$ cat src/rtl/result_reader.sv
// Captures datapath result words into a small circular buffer and drains them
// MSB-first as a byte stream over a valid/ready handshake; drops are flagged.
module result_reader #(
  parameter int DATA_W = 32,
  parameter int BYTE_W = 8,
  parameter int DEPTH  = 4
) (
  input  logic                       clk,
  input  logic                       rst,
  input  logic                       we,
  input  logic [DATA_W-1:0]          wdata,
  output logic                       full,
  output logic                       empty,
  output logic [$clog2(DEPTH+1)-1:0] count,
  output logic                       overflow,
  output logic                       out_valid,
  input  logic                       out_ready,
  output logic [BYTE_W-1:0]          out_data,
  output logic                       out_last
);

  localparam int PTR_W  = $clog2(DEPTH);
  localparam int CNT_W  = $clog2(DEPTH + 1);
  localparam int BEATS  = DATA_W / BYTE_W;
  localparam int BCNT_W = (BEATS > 1) ? $clog2(BEATS) : 1;

  localparam logic [CNT_W-1:0]  CNT_FULL  = CNT_W'(DEPTH);
  localparam logic [CNT_W-1:0]  CNT_ONE   = CNT_W'(1);
  localparam logic [PTR_W-1:0]  PTR_ONE   = PTR_W'(1);
  localparam logic [BCNT_W-1:0] BCNT_ONE  = BCNT_W'(1);
  localparam logic [BCNT_W-1:0] LAST_BEAT = BCNT_W'(BEATS - 1);

  typedef enum logic {
    IDLE = 1'b0,
    SEND = 1'b1
  } state_t;

  state_t              state_q;
  state_t              state_d;
  logic [DATA_W-1:0]   mem [DEPTH];
  logic [PTR_W-1:0]    wr_ptr;
  logic [PTR_W-1:0]    rd_ptr;
  logic [DATA_W-1:0]   tx_sh;
  logic [BCNT_W-1:0]   bcnt;
  logic                push;
  logic                pop;
  logic                hs;

  assign full  = (count == CNT_FULL);
  assign empty = (count == '0);
  assign hs    = out_valid & out_ready;
  // A write against a full buffer is dropped even if a pop frees a slot this edge.
  assign push  = we & ~full;

  // NOTE: sequential state uses non-blocking assignments so every register
  // samples the pre-edge values of the others, independent of block order.
  always_ff @(posedge clk or negedge rst) begin
    if (!rst) state_q <= IDLE;
    else      state_q <= state_d;
  end

  // NOTE: every combinational output gets a default first, so no path through
  // the case leaves a signal unassigned and no latch is inferred.
  always_comb begin
    state_d = state_q;
    pop     = 1'b0;
    case (state_q)
      IDLE: begin
        if (!empty) begin
          pop     = 1'b1;
          state_d = SEND;
        end
      end
      SEND: begin
        if (hs && out_last) begin
          if (!empty) pop     = 1'b1;
          else        state_d = IDLE;
        end
      end
      default: state_d = IDLE;
    endcase
  end

  always_comb begin
    out_valid = 1'b0;
    out_data  = '0;
    out_last  = 1'b0;
    if (state_q == SEND) begin
      out_valid = 1'b1;
      out_data  = tx_sh[DATA_W-1 -: BYTE_W];
      out_last  = (bcnt == LAST_BEAT);
    end
  end

  // NOTE: the storage array has no reset; occupancy and pointers define which
  // entries are meaningful, so clearing the array would only cost area.
  always_ff @(posedge clk) begin
    if (push) mem[wr_ptr] <= wdata;
  end

  always_ff @(posedge clk or negedge rst) begin
    if (!rst) begin
      wr_ptr   <= '0;
      rd_ptr   <= '0;
      count    <= '0;
      overflow <= 1'b0;
    end else begin
      if (push) wr_ptr <= wr_ptr + PTR_ONE;
      if (pop)  rd_ptr <= rd_ptr + PTR_ONE;
      case ({push, pop})
        2'b10:   count <= count + CNT_ONE;
        2'b01:   count <= count - CNT_ONE;
        default: count <= count;
      endcase
      if (we && full) overflow <= 1'b1;
    end
  end

  always_ff @(posedge clk or negedge rst) begin
    if (!rst) begin
      tx_sh <= '0;
      bcnt  <= '0;
    end else if (pop) begin
      tx_sh <= mem[rd_ptr];
      bcnt  <= '0;
    end else if (hs && !out_last) begin
      tx_sh <= tx_sh << BYTE_W;
      bcnt  <= bcnt + BCNT_ONE;
    end
  end

endmodule

$ cat config.mk
export PLATFORM = sky130hd
export DESIGN_NAME = result_reader
export DESIGN_NICKNAME = d
export VERILOG_FILES = /design/src/rtl/result_reader.sv
export SDC_FILE = /design/constraint.sdc
export NUM_CORES = 1
export LEC_CHECK = 0
export CAP_MARGIN = 40
export CORE_MARGIN = 2
export CORE_UTILIZATION = 45
export DETAILED_ROUTE_END_ITERATION = 16
export PLACE_DENSITY = 0.66
export SYNTH_ARGS = -nofsm -noshare
export SYNTH_HDL_FRONTEND = slang
export SYNTH_SLANG_ARGS = --single-unit
$ cat constraint.sdc
create_clock -name clk -period 2.5 [get_ports clk]
set_clock_uncertainty 0.1 [all_clocks]
set_input_delay 0.5 -clock clk [delete_from_list [all_inputs] [get_ports clk]]
set_output_delay 0.5 -clock clk [all_outputs]
set_load 0.01 [all_outputs]
==> results by group <==
Outcome
  – Outcome: finished, final reports clean

Synth
  – Sequential fraction of the synthesis area: 71.82%
  – Share of async-settable or async-resettable flops after synthesis: roughly 25%
  – Cell type contributing the most total cell area after synthesis: sky130_fd_sc_hd__edfxtp_1
  – Post-synthesis cell count: between 300 and 400
  – Top cell type's share of synthesized area: approximately 56%
  – Flops & latches, synth: 171
  – Post-Syn Area: between 0.006 and 0.007 mm2
  – Most used standard cells in the synthesized netlist: sky130_fd_sc_hd__edfxtp_1, sky130_fd_sc_hd__dfrtp_1, sky130_fd_sc_hd__nand3_1
  – Most numerous cell in the Yosys netlist: sky130_fd_sc_hd__edfxtp_1
  – Unique masters post-synth: 28
  – Number of nets in the synthesized netlist: 416
  – Synthesized area per cell: ~18 um2
  – Count of yosys warnings during synthesis: 0
  – Dominant register cell in the synthesized netlist: sky130_fd_sc_hd__edfxtp_1
  – Number of enable-type register cells in the synthesized netlist: roughly 130
  – Leading post-synthesis cells by cell area: sky130_fd_sc_hd__edfxtp_1, sky130_fd_sc_hd__dfrtp_1, sky130_fd_sc_hd__mux4_2

Floorplanning
  – Horizontal die dimension: approximately 130 um
  – Std-Cell Rows: 45
  – Die Y: 127.4 um
  – Effective utilization at floorplan: a little under half
  – Placeable core region: approximately 0.015 mm2
  – I/O pin count: 52
  – Die outline area: ~0.016 mm2

Placement
  – Total instance count after detailed placement: roughly 600
  – Routability Congestion: approximately 0.7
  – Placed cell area: around 0.0076 mm2
  – HPWL after detailed placement: 7386 um
  – Number of buffer cells added on primary ports: 51

Clocking
  – Clock latency on the worst-skew pair: between 0.4 and 0.5 ns
  – Root buffer cell: sky130_fd_sc_hd__clkbuf_16
  – Clock buffers created by TritonCTS: 17
  – Clock buffer depth: 2
  – Post-CTS setup repair buffer count: 0
  – CTS HTree Levels: 4
  – TritonCTS clock tree: yes
  – Clock-pin slew on the worst setup and hold paths: roughly 0.060 ns
  – Sinks on the clock net: ~170

Worst setup path
  – Top delay family on crit path: buffers and inverters
  – Class of the most critical setup path: flip-flop to primary output
  – CP max FO: 8
  – Master of the slowest instance on the critical path: sky130_fd_sc_hd__clkdlybuf4s50_1
  – Critical path startpoint category: flip-flop
  – Critical path cell sequence: buf_4, and2_1, clkdlybuf4s50_1
  – CP endpoint kind: primary output
  – Arrival time of data at the critical path endpoint: between 1.5 and 2 ns
  – Critical path buffer and inverter count: 2
  – Maximum single-stage delay on the critical path: 0.55 ns
  – Required @ worst endpoint: ~1.9 ns

Power and ir drop
  – Standby leakage power: between 2 and 3 nW
  – Total Power Consumption: around 9.3 mW
  – Total power density per cell area: roughly 1100 mW/mm2
  – VDD IR-drop max: 0.5671 mV

Worst hold path
  – Worst min-delay path category: flip-flop to flip-flop

Cells and area
  – Nets@finish: roughly 480
  – Synth-to-layout area growth: 19.62%
  – Final antenna diode count: 0
  – Area used by multi-input combinational logic: around 0.0018 mm2
  – FF+latch area: about 0.0049 mm2
  – Number of fill cells in the layout: approximately 1200
  – Post-Layout Inst Area: between 0.008 and 0.009 mm2
  – Share of final-layout standard cells stronger than drive strength 1: a little under a quarter
  – Final cell count without fillers: 635
  – Final design utilization: about 55%

Global routing
  – Total routing resource utilization after global routing: about 17%
  – Initial antenna violation count: 0
  – Vias in the first global route: about 3600
  – Total congestion overflow: 0
  – First-pass GRT wire length: around 20000 um
  – Maximum number of pins on one net before global-route repair: 36

Drt
  – DRC errors left: 0
  – Routed via count: roughly 3400
  – Final wirelength: ~12000 um
  – Final ANT Viol Nets: 0
  – Post-DR wirelength/cell: slightly below 20 um
  – Iteration-0 DRC Markers: approximately 300
  – Via count normalized by instance count: 5.389
  – TritonRoute pass-1 iters: 4

STA
  – Post-layout min period: between 2 and 2.5 ns
  – Setup repair after global routing missed its margin: false
  – Headroom to the max-slew limit: 62.14%
  – Maximum clock rate: ~420 MHz
  – Sum of negative setup slack: 0 ns
  – Pins Over Slew Limit: 0
  – Number of hold violations in the final report: 0
  – Actual transition at the worst max-transition pin: about 0.57 ns
  – Post-route clock period utilization: between 90% and 100%
  – Number of setup violations in the final report: 0

Flow run
  – Maximum Capacitance Violations: 0
cell usage in the layout (no fill, tap or decap), drive strengths merged, types with 6 or more instances in the layout:
cell type      netlist  layout
edfxtp             128     128
clkdlybuf4s50        0      49
dfrtp               43      43
nand3               33      33
mux4                32      32
o21ai               32      32
mux2i               26      26
clkbuf               6      19
buf                 19      16
and2                14      14
nand2                9       9
clkinv               0       8
inv                  7       7
ha                   6       6
state kept, by name, indices dropped and copies added (netlist names):
register / count
rd_ptr: 2
bcnt: 2
wr_ptr: 2
overflow: 1
mem: 128
count: 3
tx_sh: 32
state_q: 1
per-layer routing:
layer | global-route usage [%] | part of all wire [%]
met1 | 22.36 | 44
met2 | 27.40 | 52
met3 | 3.518 | 3.6
met4 | 6.206 | 1.1
met5 | 0 | 0
final cells by class:
cell class	count	share of cell area, %
sequential	171	60.05
multi-input combinational	170	21.48
timing repair buffer	67	8.719
clock buffer	19	5.283
tap	188	2.871
clock inverter	13	1.267
inverter	7	0.3207
power breakdown:
group / switching, mW / total [mW] / internal, mW / leakage (nW)
sequential: 0.321 / 4.12 / 3.80 / 1.72
clock: 1.03 / 2.38 / 1.35 / 0.251
combinational: 1.42 / 2.81 / 1.38 / 0.991
what timing repair did:
item,CTS,global route
resized for setup,2,0
endpoints found under the hold margin,14,0
setup endpoints to repair,1,0
hold buffers,1,0
cells by family (layout without fill, tap and decap cells):
| group | count (synthesis) | after routing | share of synthesized area (%) |
|---|---|---|---|
| fa+ha+maj | 7 | 7 | 1.388 |
| buf+inv | 32 | 106 | 2.557 |
| xor+xnor | 7 | 7 | 0.8950 |
| simple gates | 63 | 63 | 4.786 |
| flops | 171 | 171 | 71.82 |
| mux | 59 | 59 | 14.48 |
| compound gates | 34 | 34 | 4.073 |
metrics by stage:
step,hold slack (ns),worst slack [ns]
finish,0.3550,0.1059
global placement,0.3384,0.07471
floorplan,0.1044,0.08371
detailed placement,0.3436,-0.02254
global route,0.3746,0.005789
CTS,0.3614,0.07893
final timing paths:
path | startpoint | to | slack (ns) | cells past startpoint
worst min-delay path | overflow | overflow | 0.36 | 1
worst min register to register | overflow | overflow | 0.36 | 1
min in group asynchronous | rst | wr_ptr[1] | 0.45 | 2
worst max-delay path | state_q | out_data[5] | 0.11 | 3
max in group asynchronous | rst | rd_ptr[0] | 1.31 | 3
worst max register to register | count[0] | count[2] | 0.33 | 9
No activity file was read; power rests on OpenSTA's default activity.
